File: config.mk
export PLATFORM = sky130hd
export DESIGN_NAME = alu_exec_unit
export DESIGN_NICKNAME = d
export VERILOG_FILES = /design/src/rtl/alu_pkg.sv /design/src/rtl/alu_ctrl_decode.sv /design/src/rtl/alu_exec_unit.sv
export SDC_FILE = /design/constraint.sdc
export NUM_CORES = 1
export LEC_CHECK = 0
export BUFFER_PORTS_ARGS = -buffer_cell sky130_fd_sc_hd__buf_4
export CAP_MARGIN = 20
export CORE_UTILIZATION = 40
export DETAILED_ROUTE_END_ITERATION = 6
export PLACE_DENSITY_LB_ADDON = 0.1
export SYNTH_ARGS = -nofsm -noshare
export SYNTH_HDL_FRONTEND = slang
export SYNTH_HIERARCHICAL = 1
export SYNTH_SLANG_ARGS = --single-unit
export TNS_END_PERCENT = 100
File: constraint.sdc
create_clock -name clk -period 3.95 [get_ports clk]
set_input_delay 0.79 -clock clk [delete_from_list [all_inputs] [get_ports clk]]
set_output_delay 0.79 -clock clk [all_outputs]
set_load 0.01 [all_outputs]
File: src/rtl/alu_pkg.sv
// Shared encodings for the EX-stage ALU: control codes, AluOp classes, FSM states.
package alu_pkg;

    // Decoded ALU control codes
    localparam logic [3:0] CTRL_AND     = 4'b0000;
    localparam logic [3:0] CTRL_OR      = 4'b0001;
    localparam logic [3:0] CTRL_ADD     = 4'b0010;
    localparam logic [3:0] CTRL_SLL     = 4'b0011;
    localparam logic [3:0] CTRL_XOR     = 4'b0100;
    localparam logic [3:0] CTRL_SRL     = 4'b0101;
    localparam logic [3:0] CTRL_SUB     = 4'b0110;
    localparam logic [3:0] CTRL_SLT     = 4'b0111;
    localparam logic [3:0] CTRL_SRA     = 4'b1000;
    localparam logic [3:0] CTRL_SLTU    = 4'b1001;
    localparam logic [3:0] CTRL_MUL     = 4'b1010;
    localparam logic [3:0] CTRL_ILLEGAL = 4'b1111;

    // AluOp classes coming from the main decoder
    localparam logic [1:0] ALUOP_MEM    = 2'b00;
    localparam logic [1:0] ALUOP_BRANCH = 2'b01;
    localparam logic [1:0] ALUOP_RTYPE  = 2'b10;
    localparam logic [1:0] ALUOP_ITYPE  = 2'b11;

    // Funct7 patterns that select operation variants
    localparam logic [6:0] F7_BASE   = 7'b0000000;
    localparam logic [6:0] F7_ALT    = 7'b0100000;
    localparam logic [6:0] F7_MULDIV = 7'b0000001;

    typedef enum logic [1:0] {
        IDLE     = 2'b00,
        MUL_BUSY = 2'b01,
        DONE     = 2'b10
    } ExecState;

endpackage

File: src/rtl/alu_ctrl_decode.sv
// Combinational ALU control decode: {AluOp, Funct7, Funct3} -> 4-bit control code.
module alu_ctrl_decode
    import alu_pkg::*;
#(
    parameter int MUL_EN = 1
) (
    input  logic [1:0] AluOp,
    input  logic [6:0] Funct7,
    input  logic [2:0] Funct3,
    output logic [3:0] AluCtrl
);

    // Anything not explicitly matched falls through to ILLEGAL
    always_comb begin
        AluCtrl = CTRL_ILLEGAL;
        case (AluOp)
            ALUOP_MEM:    AluCtrl = CTRL_ADD;
            ALUOP_BRANCH: AluCtrl = CTRL_SUB;
            ALUOP_RTYPE: begin
                if (Funct7 == F7_BASE) begin
                    case (Funct3)
                        3'b000:  AluCtrl = CTRL_ADD;
                        3'b001:  AluCtrl = CTRL_SLL;
                        3'b010:  AluCtrl = CTRL_SLT;
                        3'b011:  AluCtrl = CTRL_SLTU;
                        3'b100:  AluCtrl = CTRL_XOR;
                        3'b101:  AluCtrl = CTRL_SRL;
                        3'b110:  AluCtrl = CTRL_OR;
                        default: AluCtrl = CTRL_AND;
                    endcase
                end else if (Funct7 == F7_ALT) begin
                    if (Funct3 == 3'b000)      AluCtrl = CTRL_SUB;
                    else if (Funct3 == 3'b101) AluCtrl = CTRL_SRA;
                end else if (Funct7 == F7_MULDIV && Funct3 == 3'b000 && MUL_EN != 0) begin
                    AluCtrl = CTRL_MUL;
                end
            end
            default: begin
                // I-type: Funct7 only qualifies the shift encodings
                case (Funct3)
                    3'b000: AluCtrl = CTRL_ADD;
                    3'b001: if (Funct7 == F7_BASE) AluCtrl = CTRL_SLL;
                    3'b010: AluCtrl = CTRL_SLT;
                    3'b011: AluCtrl = CTRL_SLTU;
                    3'b100: AluCtrl = CTRL_XOR;
                    3'b101: begin
                        if (Funct7 == F7_BASE)     AluCtrl = CTRL_SRL;
                        else if (Funct7 == F7_ALT) AluCtrl = CTRL_SRA;
                    end
                    3'b110:  AluCtrl = CTRL_OR;
                    default: AluCtrl = CTRL_AND;
                endcase
            end
        endcase
    end

endmodule

File: src/rtl/alu_exec_unit.sv
// EX-stage ALU: decode + registered single-cycle datapath + iterative shift-add MUL,
// behind valid/ready handshakes on both sides.
module alu_exec_unit
    import alu_pkg::*;
#(
    parameter int WIDTH  = 32,
    parameter int MUL_EN = 1
) (
    input  logic             clk,
    input  logic             rst,
    input  logic             InValid,
    output logic             InReady,
    input  logic [1:0]       AluOp,
    input  logic [6:0]       Funct7,
    input  logic [2:0]       Funct3,
    input  logic [WIDTH-1:0] OperandA,
    input  logic [WIDTH-1:0] OperandB,
    output logic             OutValid,
    input  logic             OutReady,
    output logic [WIDTH-1:0] AluResult,
    output logic             Zero,
    output logic [3:0]       AluCtrl,
    output logic             IllegalOp
);

    localparam int CNT_W = $clog2(WIDTH) + 1;
    localparam int SH_W  = $clog2(WIDTH);

    ExecState         state, stateNext;
    logic [3:0]       decCtrl;
    logic             accept, isMul, mulLast;
    logic [WIDTH-1:0] aluNext, mulStep;
    logic [SH_W-1:0]  shamt;
    logic [CNT_W-1:0] counter;
    logic [WIDTH-1:0] acc, multiplicand, multiplier;

    alu_ctrl_decode #(.MUL_EN(MUL_EN)) uDecode (
        .AluOp   (AluOp),
        .Funct7  (Funct7),
        .Funct3  (Funct3),
        .AluCtrl (decCtrl)
    );

    // In DONE a new op may enter in the same cycle the held result leaves
    assign InReady  = (state == IDLE) || (state == DONE && OutReady);
    assign accept   = InValid && InReady;
    assign isMul    = (decCtrl == CTRL_MUL);
    assign OutValid = (state == DONE);
    assign Zero     = (AluResult == '0);
    assign mulLast  = (counter == CNT_W'(WIDTH - 1));
    assign shamt    = OperandB[SH_W-1:0];
    assign mulStep  = acc + (multiplier[0] ? multiplicand : '0);

    // Single-cycle result; MUL and ILLEGAL produce zero here
    always_comb begin
        aluNext = '0;
        case (decCtrl)
            CTRL_AND:  aluNext = OperandA & OperandB;
            CTRL_OR:   aluNext = OperandA | OperandB;
            CTRL_ADD:  aluNext = OperandA + OperandB;
            CTRL_SLL:  aluNext = OperandA << shamt;
            CTRL_XOR:  aluNext = OperandA ^ OperandB;
            CTRL_SRL:  aluNext = OperandA >> shamt;
            CTRL_SUB:  aluNext = OperandA - OperandB;
            CTRL_SLT:  aluNext[0] = ($signed(OperandA) < $signed(OperandB));
            CTRL_SRA:  aluNext = $signed(OperandA) >>> shamt;
            CTRL_SLTU: aluNext[0] = (OperandA < OperandB);
            default:   aluNext = '0;
        endcase
    end

    // Next-state logic
    always_comb begin
        stateNext = state;
        case (state)
            IDLE:     if (accept) stateNext = isMul ? MUL_BUSY : DONE;
            MUL_BUSY: if (mulLast) stateNext = DONE;
            DONE: begin
                if (OutReady) begin
                    if (InValid) stateNext = isMul ? MUL_BUSY : DONE;
                    else         stateNext = IDLE;
                end
            end
            default:  stateNext = IDLE;
        endcase
    end

    // State register
    always_ff @(posedge clk) begin
        if (rst) state <= IDLE;
        else     state <= stateNext;
    end

    // Result/control registers and the shift-add multiply sequencer
    always_ff @(posedge clk) begin
        if (rst) begin
            AluResult    <= '0;
            AluCtrl      <= 4'b0000;
            IllegalOp    <= 1'b0;
            counter      <= '0;
            acc          <= '0;
            multiplicand <= '0;
            multiplier   <= '0;
        end else if (accept) begin
            AluCtrl   <= decCtrl;
            IllegalOp <= (decCtrl == CTRL_ILLEGAL);
            if (isMul) begin
                counter      <= '0;
                acc          <= '0;
                multiplicand <= OperandA;
                multiplier   <= OperandB;
            end else begin
                AluResult <= aluNext;
            end
        end else if (state == MUL_BUSY) begin
            acc          <= mulStep;
            multiplicand <= multiplicand << 1;
            multiplier   <= multiplier >> 1;
            counter      <= counter + CNT_W'(1);
            if (mulLast) AluResult <= mulStep;
        end
    end

endmodule
Word level (Yosys, flattened, before mapping)

Cells that the tools add are included.

Output and inout bits: 40
Register bits after elaboration: 141
Logic and storage cells: 100
Bits of input ports: 80

Equal/unequal tests: 29
Mux-type cells: 36
$add $sub $neg: 4
Bitwise gates (word level): 3
Reduce and logical (&&, ||, !) cells: 15
Shift operators: 3
$lt $le $gt $ge: 2

Operators by type and width:

| cell               | number |
|---|---|
| $mux 32            | 14 |
| $pmux 31 s8        | 1 |
| $add 32x32->32     | 2 |
| $lt 32x32->1       | 2 |
| $pmux 4 s7         | 2 |
| $and 32x32->32     | 1 |
| $logic_not 32->1   | 1 |
| $or 32x32->32      | 1 |
| $shl 32x5->32      | 1 |
| $shr 32x5->32      | 1 |
| $sshr 32x5->32     | 1 |
| $sub 32x32->32     | 1 |
| $xor 32x32->32     | 1 |
| $mux 4             | 5 |
| $mux 6             | 3 |
| $eq 4x3->1 const B | 4 |
| $eq 4x4->1 const B | 4 |
| $pmux 4 s3         | 1 |
| $mux 2             | 5 |
| $pmux 1 s10        | 1 |
| $eq 3x3->1 const B | 3 |
| $mux 3             | 3 |
| $eq 4x2->1 const B | 2 |
| $eq 7x1->1 const B | 1 |
| 20 further kinds   | 31 |

Depth between registers and ports, before layout

Gate-level depths: netlist (run 1).

Depth in word-level cells: 11
Mapped depth: 17
Mapped depth without buffers: 14

Cells and area by module

The synthesis (run 1) kept the hierarchy.

By module, submodules not included:

| module          | sequential area each (sq um) | cells each | times used | area an instance (sq um) |
|---|---|---|---|---|
| alu_exec_unit   | 2822.7                       | 2311       | 1          | 16349.4 |
| alu_ctrl_decode | 0.0                          | 44         | 1          | 290.3 |

Worst setup path before layout (run 1)

No wires, ideal clock.

Path kind: input port to flip-flop
Start: in OperandB[2]
End: reg AluResult[20]
Data arrival time: 4.039 ns
Cell stages on the path: 16
Slack: -0.222 ns
Data required time: 3.817 ns
Cells stage by stage: buf_2 -> inv_2 -> buf_1 -> clkbuf_1 -> ha_1 -> buf_6 -> nand2b_1 -> a221o_1 -> nor4b_4 -> or4_1 -> and2_4 -> a41oi_2 -> o22a_1 -> a21oi_1 -> o31ai_1 -> a31oi_1

Cells in the longest elaborated chain, start to end: 4

RTL lines:

| what                                   | line                 | text |
|---|---|---|
| start, declared                        | alu_exec_unit.sv:17  | `input logic [WIDTH-1:0] OperandB,` |
| $sub 32x32->32 (tied with other cells) | alu_exec_unit.sv:64  | `CTRL_SUB: aluNext = OperandA - OperandB;` |
| $pmux 31 s8 *                          | alu_exec_unit.sv:57  | `case (decCtrl)` |
| $mux 32 *                              | alu_exec_unit.sv:107 | `if (isMul) begin` |
| $mux 32 *                              | alu_exec_unit.sv:104 | `end else if (accept) begin` |
| end signal, assigned                   | alu_exec_unit.sv:113 | `AluResult <= aluNext;` |
| end signal, assigned                   | alu_exec_unit.sv:120 | `if (mulLast) AluResult <= mulStep;` |
| end, declared                          | alu_exec_unit.sv:20  | `output logic [WIDTH-1:0] AluResult,` |

Every way passes the cells marked *; elsewhere a longest branch is shown, timed or not. The select of a mux whose other input is x is not followed.
A chain may end at the register's enable or synchronous reset.

Worst setup path after layout (run 1)

Start: in Funct7[3]
End: reg AluResult[20]

Cells in the longest elaborated chain, start to end: 10

RTL lines:

| what                                                               | line                  | text |
|---|---|---|
| start, declared                                                    | alu_exec_unit.sv:14   | `input logic [6:0] Funct7,` |
| parallel branches: the longest is 5 deep, another holds $eq 7x6->1 | --                    |  |
| $pmux 4 s3 *                                                       | alu_ctrl_decode.sv:16 | `case (AluOp)` |
| net decCtrl[0]                                                     | alu_exec_unit.sv:30   | `logic [3:0] decCtrl;` |
| $eq 4x4->1 (tied with other cells)                                 | alu_exec_unit.sv:57   |  |
| $pmux 31 s8                                                        | alu_exec_unit.sv:57   |  |
| $mux 32                                                            | alu_exec_unit.sv:107  |  |
| $mux 32                                                            | alu_exec_unit.sv:104  |  |

Mark *: on every way through the listed nets, which the timed path passes. The select of a mux whose other input is x is not followed.

==> results of run 1 <==
==> final cells by class <==
cell class | count | area (µm²) | area share (%)
timing repair buffer | 416 | 3320 | 16.2
sequential | 141 | 2820 | 13.8
multi-input combinational | 1926 | 12600 | 61.5
inverter | 107 | 402 | 1.96
tap | 532 | 666 | 3.25
clock inverter | 12 | 206 | 1.01
clock buffer | 20 | 447 | 2.18
==> registers in the layout (all words and copies together), names as in the netlist <==
| register | count |
|---|---|
| state | 2 |
| multiplicand | 32 |
| IllegalOp | 1 |
| AluResult | 32 |
| counter | 6 |
| acc | 32 |
| multiplier | 32 |
| AluCtrl | 4 |
==> worst register-to-register path, cell delays in order, from the launching register on <==
cell and delay, ns:
dfxtp_1 0.37, and2_1 0.21, ha_1 0.28, fa_1 0.47, a21o_1 0.23, a221oi_1 0.31, buf_4 0.19, o221a_2 0.25
o31a_1 0.30, o41ai_2 0.10, buf_4 0.16, o311a_1 0.40, nor3_1 0.20, o21ai_0 0.12, a21oi_1 0.20
==> power by group through the flow <==
stage	logic, µW	clock network [µW]	registers (µW)
floorplan	1220	0	1580
global placement	2260	0	1600
detailed placement	2260	0	1600
CTS	2270	1920	1570
global route	2460	1970	1570
finish	2330	1900	1570
==> logic make-up after synthesis <==
kind of cell / Yosys count
mux: 106
flops: 141
simple gates: 886
buf+inv: 288
fa+ha+maj: 135
compound gates: 758
xor+xnor: 41
==> path summary, 6_finish.rpt <==
kind	from	endpoint	slack, ns	cells past startpoint
setup / recovery	Funct7[3]	AluResult[20]$_SDFFE_PP0P_	0.02	17
hold / removal	AluCtrl[1]$_SDFFE_PP0P_	AluCtrl[1]$_SDFFE_PP0P_	0.46	2
setup reg to reg	multiplier[0]$_SDFFE_PP0P_	acc[30]$_SDFFE_PP0P_	0.09	14
hold reg to reg	AluCtrl[1]$_SDFFE_PP0P_	AluCtrl[1]$_SDFFE_PP0P_	0.46	2
==> per-stage QoR <==
step / setup slack, ns / total power, µW / TNS (ns) / instance area [µm²]
5_1_grt: 0.0000164 / 6010 / 0 / 20500
6_report: 0.0184 / 5800 / 0 / 20500
3_3_place_gp: -0.224 / 3860 / -0.906 / 19800
2_1_floorplan: 0.0288 / 2800 / 0 / 16600
4_1_cts: 0.193 / 5760 / 0 / 20500
3_5_place_dp: -0.284 / 3860 / -1.41 / 19800
==> synthesized netlist by cell type, types with 27 or more instances <==
cell      count  area (µm²)
nor3_1       48         240
and2_1       45         282
nor2_1      283        1060
a21o_1       34         255
nand2_1     341        1280
inv_1       100         375
ha_1        132        1650
nand3_1      50         250
o21ai_0     131         656
o211ai_1     28         210
a21oi_1     233        1170
mux2i_1      57         571
buf_2        32         160
clkbuf_1    119         447
dfxtp_1     141        2820
a311oi_1     69         604
mux4_2       34         766
a31oi_1      27         169
==> layer usage <==
metal	up-vias	track usage [%]	share of wire [%]
li1	9077	-	-
met2	1082	62.3	45
met4	0	19.2	5.0
met3	184	5.93	7.8
met1	9454	51.8	42
met5	-	0	0
==> cells in the final DEF (no fill, tap or decap), types with 27 or more instances in the layout <==
master | netlist | routed
a21oi_1 | 233 | 233
ha_1 | 132 | 132
a21o_1 | 34 | 34
a31oi_1 | 27 | 27
nand3_1 | 50 | 50
nor3_1 | 48 | 48
mux4_2 | 34 | 34
o21ai_0 | 131 | 131
dfxtp_1 | 141 | 141
buf_4 | 4 | 400
nor2_1 | 283 | 281
o211ai_1 | 28 | 28
mux2i_1 | 57 | 57
inv_1 | 100 | 100
nand2_1 | 341 | 339
and2_1 | 45 | 44
a311oi_1 | 69 | 69
==> flow_metrics.py, run 1 <==
metrics = {
    "run_status": {
        "status": "complete, no violations",
    },
    "power_and_ir_drop": {
        "switching_power_uw": 2260,
        "sequentialPowerShare_pct": 27.1,
        "powerDensity_mw_per_mm2": 284,
        "swShare_pct": 38.9,
        "cellLeakagePower_uw": 0.00882,
        "internal_power_uw": 3550,
        "max-vdd-ir-drop_mv": 0.260,
        "clkPwrFrac_pct": 32.8,
        "p_comb_share_pct": 40.2,
    },
    "setup_path": {
        "crit_chain": "buf_4 -> nor3_1 -> nand3_1 -> a221oi_1 -> o22ai_1 -> or4b_1 -> buf_4 -> nor2_1 -> buf_4 -> nand2_1 -> o211ai_1 -> o21ai_0 -> nor2_1 -> nor3_1 -> a31oi_1 -> o31ai_1 -> a31oi_1",
        "worst_path_most_repeated_cell": "buf_4",
        "path_max_fanout": 10,
        "cpLargestDelayFamily": "compound AO/OA/AOI/OAI gates",
        "cp_slowest_cell": "or4b_1",
        "cp-end-kind": "register",
        "crit_buf_inv": 3,
        "path_class": "in2reg",
        "slowest_delay_ns": 0.55,
        "worstPathArrival_ns": 4.34,
        "crit_path_start_kind": "input port",
        "crit_required_ns": 4.36,
    },
    "clock_tree": {
        "cts_resized": 0,
        "h-tree-depth": 4,
        "clock_path_buffers": 2,
        "cts_buffers": 17,
        "post_cts_buffers": 0,
        "clkSlewWorstSetupHoldPaths_ns": 0.07,
        "cts_hold_buffers": 0,
        "insertion_delay_ns": 0.49,
        "cts_tree": "done",
        "clock_sinks": 141,
        "root_buffer": "clkbuf_16",
    },
    "sta": {
        "fmax_ghz": 0.254,
        "rsz0062_at_grt": "no",
        "finalCritPeriodShare_pct": 99.5,
        "hold_viol_final": 0,
        "drv_slew": 0,
        "period_minus_slack_ns": 3.93,
        "worstMarginPinSlew_ns": 1.03,
        "setup_viol": 0,
        "skew_ns": 0.0147,
        "relSlewSlack_pct": 31.0,
        "holdWs_ns": 0.455,
    },
    "place": {
        "gp_congestion": 1.07,
        "hpwl_um": 66500,
        "numPortBuffers": 119,
        "place_inst": 3122,
    },
    "routing": {
        "drt_iter0_markers": 2390,
        "wire_per_inst_um": 26.7,
        "drcViolationCount": 0,
        "wirelength_um": 84100,
        "antenna_left": 0,
        "viasPerCell": 6.28,
        "drtPass1Iterations": 6,
        "vias": 19800,
    },
    "synthesis": {
        "postSynthNetCount": 2570,
        "ys_seq_elements": 141,
        "synth_compound_area_share_pct": 30.1,
        "synth_simple_gate_area_share_pct": 23.8,
        "yosys_warnings": 6,
        "syn_inst": 2355,
        "synth.area.mux_share_pct": 9.05,
        "syn_avg_cell_area_um2": 7.07,
        "synth_ff_type": "dfxtp_1",
        "synth-edff-count": 0,
        "synth_cell_types": 97,
        "synthXorXnorAreaFrac_pct": 2.16,
        "synthAdderAreaFrac_pct": 10.3,
        "synth_top_family_by_area": "compound AO/OA/AOI/OAI gates",
        "ys_seq_area_share_pct": 17.0,
        "synth-async-reset-ratio_pct": 0,
        "synth_area_mm2": 0.0166,
    },
    "job": {
        "drv_cap": 0,
    },
    "floorplan": {
        "start_util_pct": 40.7,
        "coreArea_mm2": 0.0409,
        "die_area_mm2": 0.0424,
        "num_io_pins": 120,
        "die_y_um": 206,
        "rows": 74,
        "dieWidth_um": 206,
    },
    "global_route": {
        "grt.overflow.total": 0,
        "grt_pass1_wl_um": 122000,
        "antenna_found_initial": 0,
        "grt_start_max_net_pins": 96,
        "grtUsageTotal_pct": 39.3,
        "grt_pass1_vias": 18400,
    },
    "final_layout": {
        "final_nets": 2824,
        "diodes": 0,
        "fill_cells": 4167,
        "area.growth.synth_to_final_pct": 22.9,
        "instances_no_fill": 3154,
        "utilization_pct": 50.0,
        "drive_above_1_share_pct": 20.6,
    },
    "worst_hold_path": {
        "hold_path_class": "reg2reg",
    },
}
No activity file was read; power rests on OpenSTA's default activity.
==> run 2: changes to the inputs <==
- CTS_CLUSTER_SIZE: unset -> 24
- clock period: 3.95 -> 3.4 ns (I/O delays scaled with it)
==> run 2 against run 1 <==
Against the previous run:
- the run now ends with negative setup slack left
- routed wire length up 4.7%
- count of clock-buffer cells in the layout down 2
- flip-flop and latch count unchanged
- sequential share of layout area fell by 1.6 points
- first-iteration DRC count is 10% higher
- die area is the same
- via count up 6.3%
- highest routed layer is now met5
- worst setup slack lost 0.10 ns
==> flow_metrics.py, run 2 (same netlist as run 1, synthesis figures left out) <==
metrics = {
    "global_route": {
        "grtUsageTotal_pct": 40.9,
        "grt_pass1_vias": 19700,
        "grt_pass1_wl_um": 126000,
        "antenna_found_initial": 2,
        "grt.overflow.total": 0,
        "grt_start_max_net_pins": 73,
    },
    "power_and_ir_drop": {
        "clkPwrFrac_pct": 29.0,
        "sequentialPowerShare_pct": 26.2,
        "switching_power_uw": 2800,
        "powerDensity_mw_per_mm2": 301,
        "max-vdd-ir-drop_mv": 0.317,
        "p_comb_share_pct": 44.8,
        "cellLeakagePower_uw": 0.0103,
        "swShare_pct": 40.2,
        "internal_power_uw": 4150,
        "power_uw": 6950,
    },
    "clock_tree": {
        "clkSlewWorstSetupHoldPaths_ns": 0.07,
        "h-tree-depth": 4,
        "root_buffer": "clkbuf_16",
        "cts_tree": "done",
        "cts_hold_buffers": 0,
        "cts_buffers": 17,
        "insertion_delay_ns": 0.50,
        "clock_sinks": 141,
        "clock_path_buffers": 2,
    },
    "place": {
        "gp_congestion": 1.05,
        "hpwl_um": 70600,
        "numPortBuffers": 119,
        "placed_cell_area_mm2": 0.0217,
        "place_ws_ns": -0.878,
    },
    "final_layout": {
        "multi_input_area_mm2": 0.0132,
        "drive_above_1_share_pct": 31.5,
        "area.growth.synth_to_final_pct": 38.8,
        "final_nets": 3096,
        "final_cell_mix": "664 x buf_4, 338 x nand2_1, 276 x nor2_1",
        "fill_cells": 3998,
        "diodes": 0,
        "final_common_cell": "buf_4",
        "utilization_pct": 56.4,
        "seqCellArea_mm2": 0.00283,
        "design_area_mm2": 0.0231,
    },
    "sta": {
        "relSlewSlack_pct": 42.4,
        "finalCritPeriodShare_pct": 102,
        "setup_viol": 9,
        "hold_viol_final": 0,
        "skew_ns": 0.0177,
        "drv_slew": 0,
        "worstMarginPinSlew_ns": 0.865,
        "period_minus_slack_ns": 3.48,
        "tns_ns": -0.157,
        "rsz0062_at_grt": "yes",
        "layout_setup_ws_ns": -0.0831,
        "fmax_ghz": 0.287,
    },
    "routing": {
        "drt_iter0_markers": 2634,
        "wirelength_um": 88100,
        "drcViolationCount": 0,
        "wire_per_inst_um": 25.7,
        "antenna_left": 0,
        "vias": 21100,
        "drtPass1Iterations": 5,
        "viasPerCell": 6.15,
    },
    "job": {
        "drv_cap": 0,
    },
    "setup_path": {
        "crit_path_start_kind": "input port",
        "crit_required_ns": 3.82,
        "worstPathArrival_ns": 3.91,
        "path_max_fanout": 10,
        "path_class": "in2reg",
        "cp-end-kind": "register",
    },
    "floorplan": {
        "die_area_mm2": 0.0424,
        "die_y_um": 206,
        "dieWidth_um": 206,
        "rows": 74,
        "coreArea_mm2": 0.0409,
        "num_io_pins": 120,
        "start_util_pct": 40.7,
    },
    "run_status": {
        "status": "complete, but fails checks",
        "violations": "negative setup slack",
    },
    "worst_hold_path": {
        "hold_path_class": "in2reg",
    },
}
run 2: per-layer routing:
layer	track usage (%)	share of wire (%)	vias to the layer above
met5	0	0.031	-
met2	64.3	44	1068
met4	19.7	5.4	4
met1	53.9	42	10200
li1	-	-	9630
met3	6.91	7.8	198
run 2: critical path, stage by stage:
cell      delay [ns]
buf_4           0.12
nor3_4          0.22
buf_4           0.16
a21boi_1        0.07
o311ai_1        0.31
o211ai_1        0.21
or4b_4          0.55
buf_6           0.16
nor2_4          0.10
buf_4           0.12
nand2_1         0.04
o211ai_1        0.14
o21ai_1         0.12
nor2_2          0.17
nor3_1          0.08
a31oi_2         0.32
o31ai_4         0.15
a31oi_1         0.17
run 2: worst paths after layout:
path,slack [ns],end,cells after the start,start
worst min register to register,0.46,AluCtrl[2]$_SDFFE_PP0P_,2,AluCtrl[2]$_SDFFE_PP0P_
worst min-delay path,0.46,multiplier[31]$_SDFFE_PP0P_,3,OperandB[31]
worst max-delay path,-0.08,AluResult[20]$_SDFFE_PP0P_,18,Funct7[4]
worst max register to register,-0.03,AluResult[30]$_SDFFE_PP0P_,14,multiplier[0]$_SDFFE_PP0P_
run 2: what timing repair did:
action / 4_1_cts / 5_1_grt
gates resized for setup: 17 / 125
setup endpoints to repair: 21 / 37
pin swaps: 8 / 51
setup buffers: 5 / 12
cloned: 0 / 1
run 2: cell type report:
cell class,instances,area share (%)
clock buffer,18,1.86
inverter,107,1.77
timing repair buffer,688,23.4
clock inverter,14,0.677
tap,532,2.88
multi-input combinational,1926,57.2
sequential,141,12.2
run 2: power groups by stage:
stage                     combinational, µW  sequential [µW]  clock [µW]
after global placement                 2930             1850           0
final                                  3110             1820        2020
after detailed placement               2950             1850           0
after CTS                              2970             1820        2040
after global routing                   3280             1820        2100
after floorplan                        1440             1840           0
run 2: stage by stage:
step | instances | hold WS [ns]
2_1_floorplan | 2355 | 0.436
3_3_place_gp | 3376 | 0.444
3_5_place_dp | 3376 | 0.451
4_1_cts | 3413 | 0.441
5_1_grt | 3426 | 0.461
6_report | 3426 | 0.459
